## config.mk

```make
export PLATFORM = sky130hd
export DESIGN_NAME = cpu_imem_arbiter
export DESIGN_NICKNAME = d
export VERILOG_FILES = /design/src/rtl/cpu_imem_arbiter.sv
export SDC_FILE = /design/constraint.sdc
export NUM_CORES = 1
export LEC_CHECK = 0
export ABC_AREA = 1
export CORE_MARGIN = 4
export CORE_UTILIZATION = 40
export CTS_BUF_LIST = sky130_fd_sc_hd__clkbuf_16
export CTS_CLUSTER_DIAMETER = 200
export DETAILED_ROUTE_END_ITERATION = 10
export GPL_TIMING_DRIVEN = 0
export PLACE_DENSITY = 0.86
export SLEW_MARGIN = 20
export SYNTH_ARGS = -nofsm -noshare
export SYNTH_HDL_FRONTEND = slang
export SYNTH_SLANG_ARGS = --single-unit
```

## constraint.sdc

```tcl
create_clock -name clk -period 4.6 [get_ports clk]
set_input_delay 0.46 -clock clk [delete_from_list [all_inputs] [get_ports clk]]
set_output_delay 0.46 -clock clk [all_outputs]
set_load 0.02 [all_outputs]
```

## src/rtl/cpu_imem_arbiter.sv

```systemverilog
// Round-robin arbiter sharing the single-port instruction memory between the CPU and the program loader.
// Optional contention statistics are built when the ARB_STATS_EN macro is defined.
module cpu_imem_arbiter #(
  parameter int ADDR_W   = 4,
  parameter int DATA_W   = 8,
  parameter int LOCK_MAX = 8
) (
  input  logic              clk,
  input  logic              reset,
  input  logic              cpu_req,
  input  logic              cpu_we,
  input  logic [ADDR_W-1:0] cpu_addr,
  input  logic [DATA_W-1:0] cpu_wdata,
  output logic              cpu_gnt,
  output logic              cpu_rvalid,
  output logic [DATA_W-1:0] cpu_rdata,
  output logic              cpu_stall,
  input  logic              ldr_req,
  input  logic              ldr_we,
  input  logic [ADDR_W-1:0] ldr_addr,
  input  logic [DATA_W-1:0] ldr_wdata,
  input  logic              ldr_lock,
  output logic              ldr_gnt,
  output logic              ldr_rvalid,
  output logic [DATA_W-1:0] ldr_rdata,
  output logic              mem_en,
  output logic              mem_we,
  output logic [ADDR_W-1:0] mem_addr,
  output logic [DATA_W-1:0] mem_wdata,
  input  logic [DATA_W-1:0] mem_rdata,
  output logic [15:0]       conflict_cnt
);

  localparam int CNT_W = $clog2(LOCK_MAX + 1);
  localparam logic [CNT_W-1:0] LOCK_LIM = CNT_W'(LOCK_MAX);

  typedef enum logic [1:0] {S_IDLE, S_CPU, S_LDR} state_t;

  state_t            r_state, w_state_nxt;
  logic              r_prio_ldr, w_prio_ldr_nxt;
  logic [CNT_W-1:0]  r_lock_cnt, w_lock_cnt_nxt;
  logic              r_mem_we;
  logic [ADDR_W-1:0] r_mem_addr;
  logic [DATA_W-1:0] r_mem_wdata;
  logic              r_stall;
  logic              r_rd_pend;
  logic              r_rd_ldr;
  logic [DATA_W-1:0] r_cpu_rdata;
  logic [DATA_W-1:0] r_ldr_rdata;
  logic              w_both;

  assign w_both = cpu_req & ldr_req;

  // Next owner is re-decided every clock; r_state is the owner of the cycle in flight.
  always_comb begin
    w_state_nxt    = S_IDLE;
    w_prio_ldr_nxt = r_prio_ldr;
    w_lock_cnt_nxt = r_lock_cnt;
    if (w_both) begin
      if (ldr_lock)
        w_state_nxt = (r_lock_cnt == LOCK_LIM) ? S_CPU : S_LDR;
      else
        w_state_nxt = r_prio_ldr ? S_LDR : S_CPU;
    end else if (cpu_req) begin
      w_state_nxt = S_CPU;
    end else if (ldr_req) begin
      w_state_nxt = S_LDR;
    end
    if (w_state_nxt == S_CPU)
      w_prio_ldr_nxt = 1'b1;
    else if (w_state_nxt == S_LDR)
      w_prio_ldr_nxt = 1'b0;
    // Counter tracks loader wins while the CPU waits; a forced CPU win restarts the window.
    if (!ldr_lock || !cpu_req)
      w_lock_cnt_nxt = '0;
    else if (w_state_nxt == S_LDR)
      w_lock_cnt_nxt = r_lock_cnt + 1'b1;
    else if (w_both)
      w_lock_cnt_nxt = '0;
  end

  always_ff @(posedge clk or negedge reset) begin
    if (!reset) begin
      r_state     <= S_IDLE;
      r_prio_ldr  <= 1'b0;
      r_lock_cnt  <= '0;
      r_mem_we    <= 1'b0;
      r_mem_addr  <= '0;
      r_mem_wdata <= '0;
      r_stall     <= 1'b0;
      r_rd_pend   <= 1'b0;
      r_rd_ldr    <= 1'b0;
      r_cpu_rdata <= '0;
      r_ldr_rdata <= '0;
    end else begin
      r_state    <= w_state_nxt;
      r_prio_ldr <= w_prio_ldr_nxt;
      r_lock_cnt <= w_lock_cnt_nxt;
      r_stall    <= ldr_lock;
      case (w_state_nxt)
        S_CPU: begin
          r_mem_we    <= cpu_we;
          r_mem_addr  <= cpu_addr;
          r_mem_wdata <= cpu_wdata;
        end
        S_LDR: begin
          r_mem_we    <= ldr_we;
          r_mem_addr  <= ldr_addr;
          r_mem_wdata <= ldr_wdata;
        end
        default: r_mem_we <= 1'b0;
      endcase
      // Owner tag follows the read into the cycle where the memory returns data.
      r_rd_pend <= mem_en & ~mem_we;
      r_rd_ldr  <= ldr_gnt;
      if (cpu_rvalid) r_cpu_rdata <= mem_rdata;
      if (ldr_rvalid) r_ldr_rdata <= mem_rdata;
    end
  end

  assign cpu_gnt    = (r_state == S_CPU);
  assign ldr_gnt    = (r_state == S_LDR);
  assign mem_en     = cpu_gnt | ldr_gnt;
  assign mem_we     = r_mem_we;
  assign mem_addr   = r_mem_addr;
  assign mem_wdata  = r_mem_wdata;
  assign cpu_stall  = r_stall;
  assign cpu_rvalid = r_rd_pend & ~r_rd_ldr;
  assign ldr_rvalid = r_rd_pend & r_rd_ldr;
  assign cpu_rdata  = cpu_rvalid ? mem_rdata : r_cpu_rdata;
  assign ldr_rdata  = ldr_rvalid ? mem_rdata : r_ldr_rdata;

`ifdef ARB_STATS_EN
  logic [15:0] r_conflict_cnt;

  always_ff @(posedge clk or negedge reset) begin
    if (!reset)
      r_conflict_cnt <= '0;
    else if (w_both && !(&r_conflict_cnt))
      r_conflict_cnt <= r_conflict_cnt + 16'd1;
  end

  assign conflict_cnt = r_conflict_cnt;
`else
  assign conflict_cnt = 16'd0;
`endif

endmodule

```

## Yosys cells after proc, flatten, opt, wreduce, memory -nomap -nowiden

Index checks and enable logic that the tools add are counted.

| storage, ports and cells | value |
|---|---|
| flip-flop bits (word level) | 39 |
| input port bits | 39 |
| output and inout port bits | 51 |

| operators by class | value |
|---|---|
| add/sub/neg operators | 1 |
| eq/ne operators | 5 |
| mux-type cells | 16 |
| bitwise gates (word level) | 7 |
| reductions and logical operators | 5 |

Operators with widths:

| operator | count |
|---|---|
| 8-bit two-way mux | 2 |
| 8-bit one-hot mux with 2 select lines | 1 |
| 2-bit two-way mux | 6 |
| 4-bit two-way mux | 3 |
| 4-bit one-hot mux with 2 select lines | 1 |
| 4-bit by 1-bit adder with 4-bit output, second input constant | 1 |
| 1-bit bitwise AND | 4 |
| 2-bit by 1-bit == test with 1-bit output, second input constant | 2 |
| 2-bit == test, second input constant | 2 |
| 4-bit == test, second input constant | 1 |
| 3-bit nonzero test | 1 |
| 1-bit zero test | 2 |
| 1-bit two-way mux | 2 |
| 1-bit NOT | 2 |
| 1-bit one-hot mux with 2 select lines | 1 |
| 2-bit nonzero test | 1 |
| 1-bit logical OR | 1 |
| 1-bit bitwise OR | 1 |

## Longest topological paths before layout

| logic depth | value |
|---|---|
| word-level depth | 7 |
| depth in mapped cells | 12 |
| mapped depth without buffers | 11 |

## Worst setup path after synthesis

Ideal clock, no wire load.

| timing | value |
|---|---|
| path type | flip-flop to flip-flop |
| start | register r_lock_cnt[0] |
| end | register r_mem_addr[0], in the netlist mem_addr[0] |
| arrival | 1.780 ns |
| data required time | 4.523 ns |
| path slack | 2.743 ns |
| stages on the path, launching flop included | 13 |
| path buffers | 1 |
| period minus slack after synthesis | 1.857 ns |
| cells stage by stage | dfrtp_1 inv_1 ha_1 inv_1 nor2_1 nand2_1 a31oi_2 inv_1 ha_1 inv_1 buf_2 nor2_1 a21oi_1 |

| on the way | value |
|---|---|
| longest elaborated chain between the ends | 6 |
| elaborated cells on any way between the ends | 8 |
| those cells by class | 3 x eq/ne; 4 x mux; 1 x reduce/logical |

RTL lines:

| item | line | RTL |
|---|---|---|
| start: declaration | 41 | `logic [CNT_W-1:0] r_lock_cnt, w_lock_cnt_nxt;` |
| start signal: assignment | 98 | `r_lock_cnt <= w_lock_cnt_nxt;` |
| 4-bit == test * | 61 | `w_state_nxt = (r_lock_cnt == LOCK_LIM) ? S_CPU : S_LDR;` |
| 2-bit two-way mux * | 61 |  |
| 2-bit two-way mux * | 60 | `if (ldr_lock)` |
| 2-bit two-way mux * | 59 | `if (w_both) begin` |
| net w_state_nxt[0] | 39 | `state_t r_state, w_state_nxt;` |
| 2-bit == test / 2-bit by 1-bit == test with 1-bit output (equally long branches) | 100 | `case (w_state_nxt)` |
| 4-bit one-hot mux with 2 select lines / 2-bit nonzero test (equally long branches) | -- |  |
| end signal: assignment | 103 | `r_mem_addr <= cpu_addr;` |
| end signal: assignment | 108 | `r_mem_addr <= ldr_addr;` |
| end: declaration | 43 | `logic [ADDR_W-1:0] r_mem_addr;` |

Mark *: on every way through the listed nets, which the timed path passes. The rest lies on a longest branch.
A chain may end at the register's enable or synchronous reset.

## Final worst setup path

| timing | value |
|---|---|
| start | register r_rd_ldr |
| end | output port ldr_rdata[2] |

| on the way | value |
|---|---|
| longest elaborated chain between the ends | 2 |

RTL lines:

| item | line | RTL |
|---|---|---|
| start: declaration | 47 | `logic r_rd_ldr;` |
| start signal: assignment | 115 | `r_rd_ldr <= ldr_gnt;` |
| 1-bit bitwise AND | 129 | `assign ldr_rvalid = r_rd_pend & r_rd_ldr;` |
| 8-bit two-way mux | -- |  |
| end: declaration | 25 | `output logic [DATA_W-1:0] ldr_rdata,` |

Every way passes these cells.

==> impl_metrics.py <==
metrics = {
    "run_status": {
        "run_status": "finished, final reports clean",
    },
    "timing": {
        "tightestPinTransition_ns": 0.506,
        "setup_viol": 0,
        "relSlewSlack_pct": 66.3,
        "final-hold-violation-count": 0,
        "setup-tns-final_ns": 0,
        "hold-worst-slack_ns": 0.154,
        "clock.fmax_mhz": 420,
        "min_period_ns": 2.38,
        "finalMaxSlewViolations": 0,
        "finalClockSkew_ns": 0.00668,
        "finalCritPeriodShare_pct": 51.7,
        "rsz0062_at_grt": "no",
    },
    "finish": {
        "final_cells": 365,
        "num_antenna_cells": 0,
        "fill_cells": 388,
        "finish.net_count": 357,
        "ff_latch_area_um2": 976,
        "drive_above_1_share_pct": 15.0,
        "synthToLayoutAreaGrowth_pct": 54.5,
        "multi_input_area_um2": 717,
    },
    "drt": {
        "routedWlPerCell_um": 12.2,
        "wirelength_um": 4460,
        "top_layer_used": "met4",
        "met2_length_um": 2220,
        "vias_per_cell": 4.47,
        "dr_wl_met3_um": 344,
        "wl_met1_um": 1870,
        "via_count": 1631,
        "drt_iter0_drc": 91,
        "drtPass1Iterations": 4,
        "ant_nets": 0,
        "drc": 0,
    },
    "grt": {
        "grt_antenna_before_repair": 0,
        "grt_pass1_vias": 1599,
        "track_usage_pct": 15.0,
        "overflow": 0,
        "grt_max_degree": 21,
        "grt_pass1_wl_um": 7290,
    },
    "pwr": {
        "switching_share_pct": 32.0,
        "power_frac_comb_pct": 39.4,
        "cellLeakagePower_nw": 1.44,
        "seqPwrFrac_pct": 33.7,
        "powerDensity_mw_per_mm2": 469,
        "p_sw_w": 0.000442,
        "intPower_w": 0.000939,
        "p_total_w": 0.00138,
        "power_frac_clock_pct": 26.9,
        "ir_worst_vdd_v": 0.000231,
    },
    "yosys": {
        "yosysSeqAreaShare_pct": 51.2,
        "avgSynthCellArea_um2": 8.82,
        "synth_area_leaders": "dfrtp_1 51%, nand2_1 10%, a21oi_1 7.1%",
        "ys_ff_latch": 39,
        "synth_cell_types": 22,
        "ys_warn_count": 0,
        "yosysTopAreaCell": "dfrtp_1",
        "synthCells": 216,
        "syn_area_mm2": 0.00191,
        "synth_top_cell_area_share_pct": 51.2,
    },
    "cts": {
        "cts-root-buf": "clkbuf_16",
        "clockBufferDepth": 2,
        "clk_latency_ns": 0.27,
        "ctsResizeCount": 0,
        "cts_buffers": 5,
        "clk_pin_slew_ns": 0.06,
        "clkSinkCount": 39,
        "ctsHtreeMaxLevel": 2,
        "post_cts_buffers": 0,
        "ctsHoldBuffers": 0,
        "cts_tree": "built",
    },
    "flow_run": {
        "drv_cap": 0,
    },
    "die": {
        "dieArea_mm2": 0.00593,
        "core_area_mm2": 0.00447,
        "die_h_um": 77.0,
        "ios": 90,
        "fp.dieW_um": 77.0,
        "initial_core_util_pct": 42.6,
        "placementRows": 24,
    },
    "placement": {
        "dp_cells": 357,
        "hpwl_um": 3640,
        "portBuffers": 73,
        "routabilityCongestion": 0.773,
    },
    "hold_path": {
        "hold_class": "in -> async",
    },
    "critical_path": {
        "critPathKind": "reg -> out",
        "worst_setup_path_start_kind": "flop",
        "arrival_ns": 1.92,
        "cp_max_fo": 10,
        "critPathCaptureType": "primary output",
        "worst_ep_required_time_ns": 4.14,
        "critPathLaunch": "r_rd_ldr$_DFF_PN0_",
        "worstReg2RegStart": "r_lock_cnt[0]$_DFFE_PN0P_",
    },
}
critical path, cell delays in order (launching register included):
cell and delay [ns]:
dfrtp_1 0.35, nand2_1 0.19, buf_6 0.20, o21ai_0 0.25, clkdlybuf4s50_1 0.66
layout by cell type (no fill, tap or decap), drive strengths merged, types with 2 or more instances in the layout:
cell           count
inv               26
a21oi             27
nand2             53
clkbuf             5
ha                 6
nor2              19
nand3              2
o21ai             16
buf               24
clkinv             3
clkdlybuf4s50     72
nand4              2
conb              16
dfrtp             39
cell families (layout without fill, tap and decap cells):
group | Yosys count | count (layout) | synth area share [%]
flops | 39 | 39 | 51.2
compound gates | 44 | 44 | 13.5
other cells | 1 | 16 | 0.197
fa+ha+maj | 6 | 6 | 3.94
buf+inv | 49 | 131 | 14.1
simple gates | 77 | 77 | 17.0
per-layer routing:
metal | vias to the layer above | track usage [%]
li1 | 840 | -
met1 | 726 | 18.2
met2 | 61 | 26.2
met3 | 4 | 5.04
met4 | 0 | 2.85
met5 | - | 0
cell type report:
type | instances | area share, %
Clock inverter | 3 | 1.32
Timing Repair Buffer | 74 | 25.6
Tap cell | 52 | 2.21
Clock buffer | 5 | 4.25
Multi-Input combinational cell | 143 | 24.4
Inverter | 27 | 3.44
Sequential cell | 39 | 33.1
Buffer | 22 | 5.69
worst paths after layout:
kind	end	slack [ns]	cells past startpoint
max	ldr_rdata[2]	2.22	4
min	r_state[1]$_DFF_PN0_	0.15	1
max reg2reg	mem_wdata[7]$_DFFE_PN0P_	2.45	12
min reg2reg	r_rd_pend$_DFF_PN0_	0.44	1
max in group asynchronous	r_ldr_rdata[6]$_DFF_PN0_	3.98	2
min in group clk	r_rd_pend$_DFF_PN0_	0.44	1
sequential cells by signal, indices dropped and copies added, names as in the netlist, 2 cells and up:
signal / flops
r_cpu_rdata: 8
r_lock_cnt: 4
mem_wdata: 8
r_state: 2
r_ldr_rdata: 8
mem_addr: 4
power groups by stage:
stage | Combinational [W] | Sequential [W] | Clock [W]
finish | 0.000544 | 0.000466 | 0.000371
CTS | 0.000550 | 0.000466 | 0.000378
floorplan | 0.000252 | 0.000505 | 0
detailed placement | 0.000550 | 0.000471 | 0
global placement | 0.000539 | 0.000468 | 0
global route | 0.000588 | 0.000475 | 0.000398
stage by stage:
stage	area, um2	util, %	setup slack, ns
finish	2940	65.8	2.22
global route	2940	65.8	2.08
CTS	2940	65.8	2.21
detailed placement	2780	62.1	2.00
global placement	2760	61.6	2.02
floorplan	1960	-	2.74
synthesized netlist by cell type, drive strengths merged:
cell type   n
clkinv      1
or2         1
buf        22
dfrtp      39
o21ai      16
conb        1
nor2       19
ha          6
nand2      53
nand3       2
a21oi      27
inv        26
a31oi       1
nand4       2
Power figures use the tool's default switching activity.
